==> src/rtl/bus_arbiter_if.sv <==
// Purpose: request/grant bundle between the bus masters and the round-robin bus arbiter.
// Latency: none, wires only.
// Backpressure: a master holds its req_ low until it sees its grnt_ low, then releases req_ to end its tenure.
//
// Signals (all request/grant lines are active-low):
//   m0_req_..m3_req_     master -> arbiter  bus request
//   m0_grnt_..m3_grnt_   arbiter -> master  bus grant (at most one low)
//   bus_owner[1:0]       arbiter -> bus mux select, holds last owner when idle
//   bus_busy             arbiter -> high while any grant is asserted
//   timeout_irq          arbiter -> one-cycle pulse on forced revocation
// Modports: master = requester side, slave = arbiter side.
interface bus_arbiter_if;
    logic       m0_req_;
    logic       m1_req_;
    logic       m2_req_;
    logic       m3_req_;
    logic       m0_grnt_;
    logic       m1_grnt_;
    logic       m2_grnt_;
    logic       m3_grnt_;
    logic [1:0] bus_owner;
    logic       bus_busy;
    logic       timeout_irq;

    modport master (
        output m0_req_, m1_req_, m2_req_, m3_req_,
        input  m0_grnt_, m1_grnt_, m2_grnt_, m3_grnt_,
        input  bus_owner, bus_busy, timeout_irq
    );

    modport slave (
        input  m0_req_, m1_req_, m2_req_, m3_req_,
        output m0_grnt_, m1_grnt_, m2_grnt_, m3_grnt_,
        output bus_owner, bus_busy, timeout_irq
    );
endinterface

==> src/rtl/bus_arbiter.sv <==
// Purpose: four-master round-robin bus arbiter with registered, held grants and owner index.
// Latency: request sampled at edge N is granted after edge N; owner handover has zero dead cycles.
// Backpressure: no preemption; the owner keeps the bus until it releases req_ (or is revoked on timeout).
//
// Ports:
//   clk    clock, all state changes on the rising edge
//   reset  asynchronous active-low reset
//   bus    bus_arbiter_if.slave: m*_req_ in, m*_grnt_ / bus_owner / bus_busy / timeout_irq out
// Optional feature: define ARB_TIMEOUT_EN to enable the ownership counter and forced revocation
// after TIMEOUT_CYCLES consecutive cycles when another master is waiting. Without it timeout_irq is 0.
module bus_arbiter #(
    parameter int TIMEOUT_CYCLES = 256,
    parameter int CNT_W          = 16
) (
    input  logic          clk,
    input  logic          reset,
    bus_arbiter_if.slave  bus
);

    // Configuration sanity: the ownership counter must be able to reach TIMEOUT_CYCLES-1.
    if (TIMEOUT_CYCLES < 2 || TIMEOUT_CYCLES > 65535 || $clog2(TIMEOUT_CYCLES) > CNT_W) begin : g_bad_cfg
        $error("bus_arbiter: TIMEOUT_CYCLES out of range or does not fit in CNT_W");
    end

    // Explicit encoding so OWNk maps to k+1.
    typedef enum logic [2:0] {
        IDLE = 3'd0,
        OWN0 = 3'd1,
        OWN1 = 3'd2,
        OWN2 = 3'd3,
        OWN3 = 3'd4
    } state_t;

    state_t     state_q, state_d;
    logic [1:0] last_owner_q, last_owner_d;
    logic [1:0] bus_owner_q, bus_owner_d;
    logic [3:0] grnt_n_q, grnt_n_d;
    logic       busy_q, busy_d;

    logic [3:0] req;        // active-high view of the requests
    logic [3:0] cand;       // requests eligible at this arbitration point
    logic [1:0] own_idx;
    logic       hold;       // current owner still requesting
    logic       revoke;     // forced release of a still-requesting owner
    logic       found;
    logic [1:0] win;
    logic [1:0] idx;

    assign req = ~{bus.m3_req_, bus.m2_req_, bus.m1_req_, bus.m0_req_};

`ifdef ARB_TIMEOUT_EN
    localparam logic [CNT_W-1:0] CNT_MAX = CNT_W'(TIMEOUT_CYCLES - 1);
    logic [CNT_W-1:0] cnt_q;
    logic             irq_q;
    logic             new_grant;
`endif

    always_comb begin
        own_idx      = 2'd0;
        hold         = 1'b0;
        revoke       = 1'b0;
        cand         = req;
        found        = 1'b0;
        win          = 2'd0;
        idx          = 2'd0;
        state_d      = state_q;
        last_owner_d = last_owner_q;
        bus_owner_d  = bus_owner_q;
        grnt_n_d     = 4'hF;
        busy_d       = 1'b0;

        case (state_q)
            OWN0:    own_idx = 2'd0;
            OWN1:    own_idx = 2'd1;
            OWN2:    own_idx = 2'd2;
            OWN3:    own_idx = 2'd3;
            default: own_idx = 2'd0;
        endcase

        hold = (state_q != IDLE) && req[own_idx];

`ifdef ARB_TIMEOUT_EN
        // Revoke only when someone else is actually waiting; a lone owner keeps the bus.
        revoke = hold && (cnt_q == CNT_MAX) && ((req & ~(4'b0001 << own_idx)) != 4'b0000);
`endif
        // A revoked owner is excluded from the search it triggers.
        if (revoke) begin
            cand[own_idx] = 1'b0;
        end

        if (!hold || revoke) begin
            state_d = IDLE;
            // Cyclic search from last_owner+1; the 4th probe is last_owner itself.
            for (int i = 1; i <= 4; i++) begin
                idx = last_owner_q + 2'(i);
                if (!found && cand[idx]) begin
                    found = 1'b1;
                    win   = idx;
                end
            end
            if (found) begin
                state_d      = state_t'({1'b0, win} + 3'd1);
                last_owner_d = win;
                bus_owner_d  = win;
            end
        end

        // Grants are a one-hot decode of the next state, captured in flops so the
        // outputs never glitch while the state encoding changes.
        if (state_d != IDLE) begin
            grnt_n_d[state_d[1:0] - 2'd1] = 1'b0;
        end
        busy_d = (state_d != IDLE);
    end

`ifdef ARB_TIMEOUT_EN
    assign new_grant = (!hold || revoke) && found;
`endif

    always_ff @(posedge clk or negedge reset) begin
        if (!reset) begin
            state_q      <= IDLE;
            last_owner_q <= 2'd3;   // first search after reset starts at m0
            bus_owner_q  <= 2'd0;
            grnt_n_q     <= 4'hF;
            busy_q       <= 1'b0;
        end else begin
            state_q      <= state_d;
            last_owner_q <= last_owner_d;
            bus_owner_q  <= bus_owner_d;
            grnt_n_q     <= grnt_n_d;
            busy_q       <= busy_d;
        end
    end

`ifdef ARB_TIMEOUT_EN
    // Ownership counter: cleared per grant, counts held cycles, saturates at TIMEOUT_CYCLES-1.
    always_ff @(posedge clk or negedge reset) begin
        if (!reset) begin
            cnt_q <= '0;
            irq_q <= 1'b0;
        end else begin
            irq_q <= revoke;
            if (new_grant) begin
                cnt_q <= '0;
            end else if (hold && cnt_q != CNT_MAX) begin
                cnt_q <= cnt_q + CNT_W'(1);
            end
        end
    end

    assign bus.timeout_irq = irq_q;
`else
    assign bus.timeout_irq = 1'b0;
`endif

    assign bus.m0_grnt_  = grnt_n_q[0];
    assign bus.m1_grnt_  = grnt_n_q[1];
    assign bus.m2_grnt_  = grnt_n_q[2];
    assign bus.m3_grnt_  = grnt_n_q[3];
    assign bus.bus_owner = bus_owner_q;
    assign bus.bus_busy  = busy_q;

endmodule
==> src/flat_wrapper.sv <==
// flat-port wrapper written by rule: the top's interface ports become plain ports
module bus_arbiter_flat 
#(
    parameter int TIMEOUT_CYCLES = 256,
    parameter int CNT_W          = 16
)
  (clk, reset, bus_m0_req_, bus_m1_req_, bus_m2_req_, bus_m3_req_, bus_m0_grnt_, bus_m1_grnt_, bus_m2_grnt_, bus_m3_grnt_, bus_bus_owner, bus_bus_busy, bus_timeout_irq);
  bus_arbiter_if bus_i ();
  input  logic clk;
  input  logic reset;
  input wire logic [$bits(bus_i.m0_req_)-1:0] bus_m0_req_;
  input wire logic [$bits(bus_i.m1_req_)-1:0] bus_m1_req_;
  input wire logic [$bits(bus_i.m2_req_)-1:0] bus_m2_req_;
  input wire logic [$bits(bus_i.m3_req_)-1:0] bus_m3_req_;
  output wire logic [$bits(bus_i.m0_grnt_)-1:0] bus_m0_grnt_;
  output wire logic [$bits(bus_i.m1_grnt_)-1:0] bus_m1_grnt_;
  output wire logic [$bits(bus_i.m2_grnt_)-1:0] bus_m2_grnt_;
  output wire logic [$bits(bus_i.m3_grnt_)-1:0] bus_m3_grnt_;
  output wire logic [$bits(bus_i.bus_owner)-1:0] bus_bus_owner;
  output wire logic [$bits(bus_i.bus_busy)-1:0] bus_bus_busy;
  output wire logic [$bits(bus_i.timeout_irq)-1:0] bus_timeout_irq;
  assign bus_i.m0_req_ = bus_m0_req_;
  assign bus_i.m1_req_ = bus_m1_req_;
  assign bus_i.m2_req_ = bus_m2_req_;
  assign bus_i.m3_req_ = bus_m3_req_;
  assign bus_m0_grnt_ = bus_i.m0_grnt_;
  assign bus_m1_grnt_ = bus_i.m1_grnt_;
  assign bus_m2_grnt_ = bus_i.m2_grnt_;
  assign bus_m3_grnt_ = bus_i.m3_grnt_;
  assign bus_bus_owner = bus_i.bus_owner;
  assign bus_bus_busy = bus_i.bus_busy;
  assign bus_timeout_irq = bus_i.timeout_irq;
  bus_arbiter #(.TIMEOUT_CYCLES(TIMEOUT_CYCLES), .CNT_W(CNT_W)) u_core (.clk(clk), .reset(reset), .bus(bus_i));
endmodule
==> config.mk <==
export PLATFORM = sky130hd
export DESIGN_NAME = bus_arbiter_flat
export DESIGN_NICKNAME = d
export VERILOG_FILES = /design/src/rtl/bus_arbiter_if.sv /design/src/rtl/bus_arbiter.sv /design/src/flat_wrapper.sv
export SDC_FILE = /design/constraint.sdc
export NUM_CORES = 1
export LEC_CHECK = 0
export ABC_CLOCK_PERIOD_IN_PS = 2100
export CAP_MARGIN = 20
export CORE_UTILIZATION = 48
export CTS_CLUSTER_DIAMETER = 50
export CTS_CLUSTER_SIZE = 25
export DETAILED_ROUTE_END_ITERATION = 6
export PLACE_DENSITY = 0.83
export SLEW_MARGIN = 40
export SYNTH_ARGS = -nofsm -noshare
export SYNTH_HDL_FRONTEND = slang
export SYNTH_SLANG_ARGS = --single-unit
==> constraint.sdc <==
create_clock -name clk -period 2.1 [get_ports clk]
set_input_delay 0.315 -clock clk [delete_from_list [all_inputs] [get_ports clk]]
set_output_delay 0.315 -clock clk [all_outputs]
set_load 0.005 [all_outputs]
# Word level (Yosys, flattened, before mapping)

Cells that the tools add are included.

Register bits after elaboration: 12
Input bits: 6
Output and inout port bits: 8
Logic and storage cells: 63

Add/subtract/negate cells: 5
$lt $le $gt $ge: 7
Eq/ne operators: 3
Muxes and demuxes: 29
Bitwise operators: 3
Reduce and logical (&&, ||, !) cells: 11

Operators with widths:

| kind                                                                                 | count |
|---|---|
| 2-bit by 3-bit < comparator with 1-bit output (second input constant)                | 6 |
| 1-bit 2-to-1 mux                                                                     | 14 |
| 1-bit binary-select mux with 2-bit select                                            | 5 |
| 2-bit 2-to-1 mux                                                                     | 5 |
| 4-bit NOT                                                                            | 2 |
| 3-bit by 2-bit equality test with 1-bit output (second input constant)               | 2 |
| 3-bit 2-to-1 mux                                                                     | 2 |
| 2-bit case mux with 3 select lines                                                   | 1 |
| 3-bit nonzero test                                                                   | 2 |
| 1-bit logical AND                                                                    | 5 |
| 2-bit adder (second input constant)                                                  | 2 |
| 4-bit 2-to-1 mux                                                                     | 1 |
| 2-bit by 1-bit adder with 3-bit output (second input constant)                       | 1 |
| 3-bit equality test (second input constant)                                          | 1 |
| 1-bit zero test                                                                      | 3 |
| 2-bit by 1-bit adder with 2-bit output (second input constant)                       | 1 |
| 1-bit demux with 2-bit select                                                        | 1 |
| 2-bit by 1-bit greater-or-equal comparator with 1-bit output (second input constant) | 1 |
| 2-bit AND reduction                                                                  | 1 |
| 2-bit by 1-bit subtractor with 2-bit output (second input constant)                  | 1 |
| 1-bit NOT                                                                            | 1 |

# Longest topological paths before layout

Depth after elaboration: 28
Mapped depth: 8
Depth with buffers taken out: 8

# Least setup slack after synthesis

OpenSTA, ideal clock, no wires.

Kind: reg2reg
Start point: reg u_core.last_owner_q[0]
End point: reg u_core.grnt_n_q[0]
Library setup time: 0.080 ns
Arrival: 1.710 ns
Data required time: 2.020 ns
Path slack: 0.310 ns
Cell stages (with the launch flop): 7
Buffers on the path: 0
Period minus slack after synthesis: 1.790 ns
Path through: dfstp_2 nor3_1 a221oi_1 ha_1 and2_1 mux2_4 nand2b_1

Longest elaborated chain between the ends: 27
Elaborated cells between the ends (all ways): 42
Those cells by class: add/sub (5); order compare (2); mux (26); bitwise (1); reduce/logical (8)

Ends and longest elaborated chain:

| item                                                                                                                                                       | line               | RTL |
|---|---|---|
| from (decl)                                                                                                                                                | bus_arbiter.sv:35  | `logic [1:0] last_owner_q, last_owner_d;` |
| from (signal assigned)                                                                                                                                     | bus_arbiter.sv:129 | `last_owner_q <= last_owner_d;` |
| 2-bit by 1-bit adder with 2-bit output                                                                                                                     | bus_arbiter.sv:95  | `idx = last_owner_q + 2'(i);` |
| 1-bit binary-select mux with 2-bit select                                                                                                                  | bus_arbiter.sv:96  | `if (!found && cand[idx]) begin` |
| 1-bit 2-to-1 mux (not written as such)                                                                                                                     | bus_arbiter.sv:96  |  |
| 1-bit 2-to-1 mux                                                                                                                                           | bus_arbiter.sv:96  |  |
| 1-bit 2-to-1 mux                                                                                                                                           | bus_arbiter.sv:91  | `if (!hold \|\| revoke) begin` |
| 1-bit zero test                                                                                                                                            | bus_arbiter.sv:96  |  |
| 1-bit logical AND                                                                                                                                          | bus_arbiter.sv:96  |  |
| 1-bit 2-to-1 mux                                                                                                                                           | bus_arbiter.sv:96  |  |
| (+12 left out)                                                                                                                                             | n/a                |  |
| named net u_core.state_d[1]                                                                                                                                | bus_arbiter.sv:34  | `state_t state_q, state_d;` |
| 2-bit by 1-bit subtractor with 2-bit output                                                                                                                | bus_arbiter.sv:111 | `grnt_n_d[state_d[1:0] - 2'd1] = 1'b0;` |
| 2-bit by 3-bit < comparator with 1-bit output (not written as such) / 2-bit by 1-bit greater-or-equal comparator with 1-bit output (equally long branches) | bus_arbiter.sv:111 |  |
| 1-bit logical AND (not written as such)                                                                                                                    | bus_arbiter.sv:111 |  |
| 1-bit 2-to-1 mux (not written as such)                                                                                                                     | bus_arbiter.sv:111 |  |
| 1-bit demux with 2-bit select                                                                                                                              | n/a                |  |
| 4-bit NOT (no line)                                                                                                                                        | n/a                |  |
| 4-bit 2-to-1 mux (*)                                                                                                                                       | bus_arbiter.sv:110 | `if (state_d != IDLE) begin` |
| named net u_core.grnt_n_d[0]                                                                                                                               | bus_arbiter.sv:37  | `logic [3:0] grnt_n_q, grnt_n_d;` |
| to (signal assigned)                                                                                                                                       | bus_arbiter.sv:131 | `grnt_n_q <= grnt_n_d;` |
| to (decl)                                                                                                                                                  | bus_arbiter.sv:37  |  |

Mark *: on every way through the listed nets, which the timed path passes. The rest lies on a longest branch. The select of a mux whose other input is x is not followed.
A chain may end at the register's enable or synchronous reset.

# Worst setup path in the final report

Start point: in bus_m3_req_
End point: reg u_core.busy_q, in the netlist u_core.bus.bus_busy

Longest elaborated chain between the ends: 21
Elaborated cells between the ends (all ways): 35
Those cells by class: add/sub (1); mux (25); bitwise (1); reduce/logical (8)

Ends and longest elaborated chain:

| item                                      | line               | RTL |
|---|---|---|
| from (decl)                               | flat_wrapper.sv:14 | `input wire logic [$bits(bus_i.m3_req_)-1:0] bus_m3_req_;` |
| 4-bit NOT (*)                             | bus_arbiter.sv:49  | `assign req = ~{bus.m3_req_, bus.m2_req_, bus.m1_req_, bus.m0_req_};` |
| 1-bit binary-select mux with 2-bit select | bus_arbiter.sv:96  |  |
| 1-bit 2-to-1 mux (not written as such)    | bus_arbiter.sv:96  |  |
| 1-bit 2-to-1 mux                          | bus_arbiter.sv:96  |  |
| 1-bit 2-to-1 mux                          | bus_arbiter.sv:91  |  |
| 1-bit zero test                           | bus_arbiter.sv:96  |  |
| 1-bit logical AND                         | bus_arbiter.sv:96  |  |
| 1-bit 2-to-1 mux                          | bus_arbiter.sv:96  |  |
| (+6 left out)                             | n/a                |  |
| 1-bit logical AND                         | bus_arbiter.sv:96  |  |
| 2-bit 2-to-1 mux                          | bus_arbiter.sv:96  |  |
| 2-bit 2-to-1 mux                          | bus_arbiter.sv:91  |  |
| 2-bit by 1-bit adder with 3-bit output    | bus_arbiter.sv:102 | `state_d = state_t'({1'b0, win} + 3'd1);` |
| 3-bit 2-to-1 mux                          | bus_arbiter.sv:101 | `if (found) begin` |
| 3-bit 2-to-1 mux (*)                      | bus_arbiter.sv:91  |  |
| 3-bit nonzero test (*)                    | bus_arbiter.sv:113 | `busy_d = (state_d != IDLE);` |
| named net u_core.busy_d                   | bus_arbiter.sv:38  | `logic busy_q, busy_d;` |
| to (signal assigned)                      | bus_arbiter.sv:132 | `busy_q <= busy_d;` |
| to (decl)                                 | bus_arbiter.sv:38  |  |

Marked as above.

==> results.json <==
{
  "post-place-ws_ns": -0.188,
  "n_fill_cell": 97,
  "wl_per_cell_um": 12.4,
  "core_mm2": 0.00130,
  "multi_input_area_um2": 329,
  "antenna_found_initial": 0,
  "fin_ws_ns": 0.120,
  "post-route-drc-count": 0,
  "p_leak_nw": 0.408,
  "synthesis.nets": 69,
  "crit_end": "u_core.bus.bus_busy$_DFF_PN0_",
  "place_inst": 99,
  "overflow": 0,
  "dpl_cell_area_um2": 882,
  "stdcell_area_um2": 925,
  "cap_violations": 0,
  "detail-route-antenna-nets": 0,
  "layout_common_cells": "13 x buf_4, 12 x clkdlybuf4s50_1, 7 x nand2_1",
  "switchingPower_mw": 0.443,
  "clock_latency_ns": 0.27,
  "layout_min_cycle_time_ns": 1.98,
  "rsz0062_at_grt": "false",
  "drive_gt1_share_pct": 35.2,
  "timing.slew.headroom_pct": 66.2,
  "firstDrtPassIters": 4,
  "worstMarginPinSlew_ns": 0.505,
  "worstHoldPathType": "input pin to async pin",
  "globalRouteTotalUtil_pct": 19.4,
  "status": "completed",
  "register_area_um2": 308,
  "grt_pass1_vias": 458,
  "cp-end-kind": "flop",
  "skew_ns": 0.000416,
  "reg2reg_to": "u_core.bus.bus_busy$_DFF_PN0_",
  "intPower_mw": 0.875,
  "drtIter0Drc": 18,
  "pwr_density_cell_mw_per_mm2": 1430,
  "layout_worst_path_cycle_share_pct": 94.3,
  "via_per_inst": 5.41,
  "dieArea_mm2": 0.00155,
  "routed_wl_um": 1280,
  "arrival_ns": 2.13,
  "synth_area_um2": 669,
  "io_buffers": 12,
  "worstRegToRegCells": 7,
  "gp_congestion": 0.832,
  "num-nets-final": 96,
  "grt_pass1_wl_um": 1910,
  "criticalPathCategory": "input pin to flop",
  "ys_ff_latch": 12,
  "routed-via-count": 557,
  "path_clk_slew_ns": 0.07,
  "yosysWarnings": 0,
  "startpoint": "bus_m3_req_",
  "crit_fanout": 5,
  "holdWs_ns": 0.378,
  "die_h_um": 39.3,
  "r2r_slack_ns": 0.25,
  "post-cts-setup-buffers": 0,
  "clkPwrFrac_pct": 13.7,
  "synth-seq-area-share_pct": 46.0,
  "clockBufferDepth": 2,
  "netlist_instances": 62,
  "synthArstFlopShare_pct": 100,
  "cp-start-kind": "input pin",
  "ys_types": 32,
  "antennaDiodeCount": 0,
  "clock-sinks": 12,
  "finalNonFillerCells": 103,
  "grt_max_degree": 13,
  "start_util_pct": 51.4,
  "power_switching_share_pct": 33.6,
  "layout_commonest_cell": "buf_4",
  "p_total_mw": 1.32,
  "r2r-start": "u_core.last_owner_q[0]$_DFFE_PN1P_",
  "syn_avg_cell_area_um2": 10.8,
  "finalHoldViolCount": 0,
  "clockRootBuffer": "clkbuf_4",
  "ios": 14,
  "required_ns": 2.25,
  "cts_max_level": 1,
  "max_freq_mhz": 505,
  "die_w_um": 39.3,
  "areaGrowthSynthToFinish_pct": 38.1,
  "setup_viol": 0,
  "rows": 13,
  "numCtsBuffers": 3,
  "p_comb_share_pct": 51.6,
  "synth_edf_count": 0,
  "slew_violations": 0,
  "power_frac_seq_pct": 34.7,
  "cts_tree": "yes",
  "synth_ff_type": "dfstp_2",
  "peakVddDrop_uv": 906
}
[power groups by stage]
stage	clock network (mW)	registers, mW	logic (mW)
floorplan	0	0.444	0.417
global placement	0	0.451	0.657
detailed placement	0	0.457	0.677
CTS	0.187	0.456	0.682
global route	0.199	0.473	0.749
finish	0.181	0.457	0.681
[synth_stat cells, types with 2 or more instances]
cell type | n | area [um^2]
mux2_1 | 2 | 22.5
inv_1 | 4 | 15.0
o31ai_1 | 2 | 15.0
o221ai_1 | 3 | 26.3
a21oi_1 | 4 | 20.0
nor2_1 | 2 | 7.51
dfstp_2 | 6 | 158
o21ai_0 | 2 | 10.0
nand2_1 | 7 | 26.3
nand2b_1 | 3 | 18.8
dfrtp_1 | 6 | 150
[worst max-delay path, stage by stage]
cell             delay, ns
clkdlybuf4s50_1       0.57
buf_4                 0.17
o221ai_1              0.10
o21ai_0               0.10
nand2_1               0.08
ha_1                  0.28
and2_1                0.15
o31ai_1               0.29
nand2b_1              0.09
[timing repair]
| item | in CTS | in global routing |
|---|---|---|
| setup endpoints to repair | 0 | 3 |
| gates resized for setup | 0 | 1 |
| hold buffers | 0 | 0 |
[metrics by stage]
stage               utilization (%)  TNS [ns]
global placement               67.8    -0.655
global route                   71.1         0
CTS                            70.6         0
detailed placement             67.8    -0.909
finish                         71.1         0
floorplan                         -         0
[cell type report]
class                           count  area share (%)
Tap cell                           15            2.03
Clock buffer                        4            3.92
Inverter                            4            1.62
Multi-Input combinational cell     43            35.6
Timing Repair Buffer               25            23.5
Sequential cell                    12            33.3
[layer usage]
layer / GRT usage [%] / vias up / wire length (um)
li1: - / 273 / -
met1: 20.8 / 267 / 520
met2: 34.2 / 15 / 683
met3: 8.52 / 2 / 61
met4: 5.17 / 0 / 10
met5: 0 / - / 0
[registers in the layout (all words and copies together), names as in the netlist]
name,cells
u_core.last_owner_q,2
u_core.bus.bus_owner,2
u_core.bus.bus_busy,1
u_core.state_q,3
u_core.grnt_n_q,4
[worst min path at each step]
stage,start,slack [ns],endpoint
2_1_floorplan,reset,0.02,u_core.bus.bus_busy$_DFF_PN0_
3_3_place_gp,u_core.bus.bus_owner[1]$_DFFE_PN0P_,0.48,u_core.bus.bus_owner[1]$_DFFE_PN0P_
3_5_place_dp,u_core.bus.bus_owner[1]$_DFFE_PN0P_,0.49,u_core.bus.bus_owner[1]$_DFFE_PN0P_
4_1_cts,reset,0.39,u_core.state_q[0]$_DFF_PN0_
5_1_grt,reset,0.42,u_core.state_q[2]$_DFF_PN0_
6_report,reset,0.38,u_core.state_q[0]$_DFF_PN0_
[cell families after synthesis]
| kind of cell | count (synthesis) | synth area share (%) |
|---|---|---|
| other | 1 | 0.560 |
| flip-flops | 12 | 46.0 |
| AO/OA/AOI/OAI | 17 | 20.4 |
| buffers and inverters | 7 | 5.79 |
| adder cells (fa/ha/maj) | 1 | 1.87 |
| AND/OR/NAND/NOR | 19 | 16.6 |
| multiplexers | 5 | 8.78 |
No activity file was read; power rests on OpenSTA's default activity.
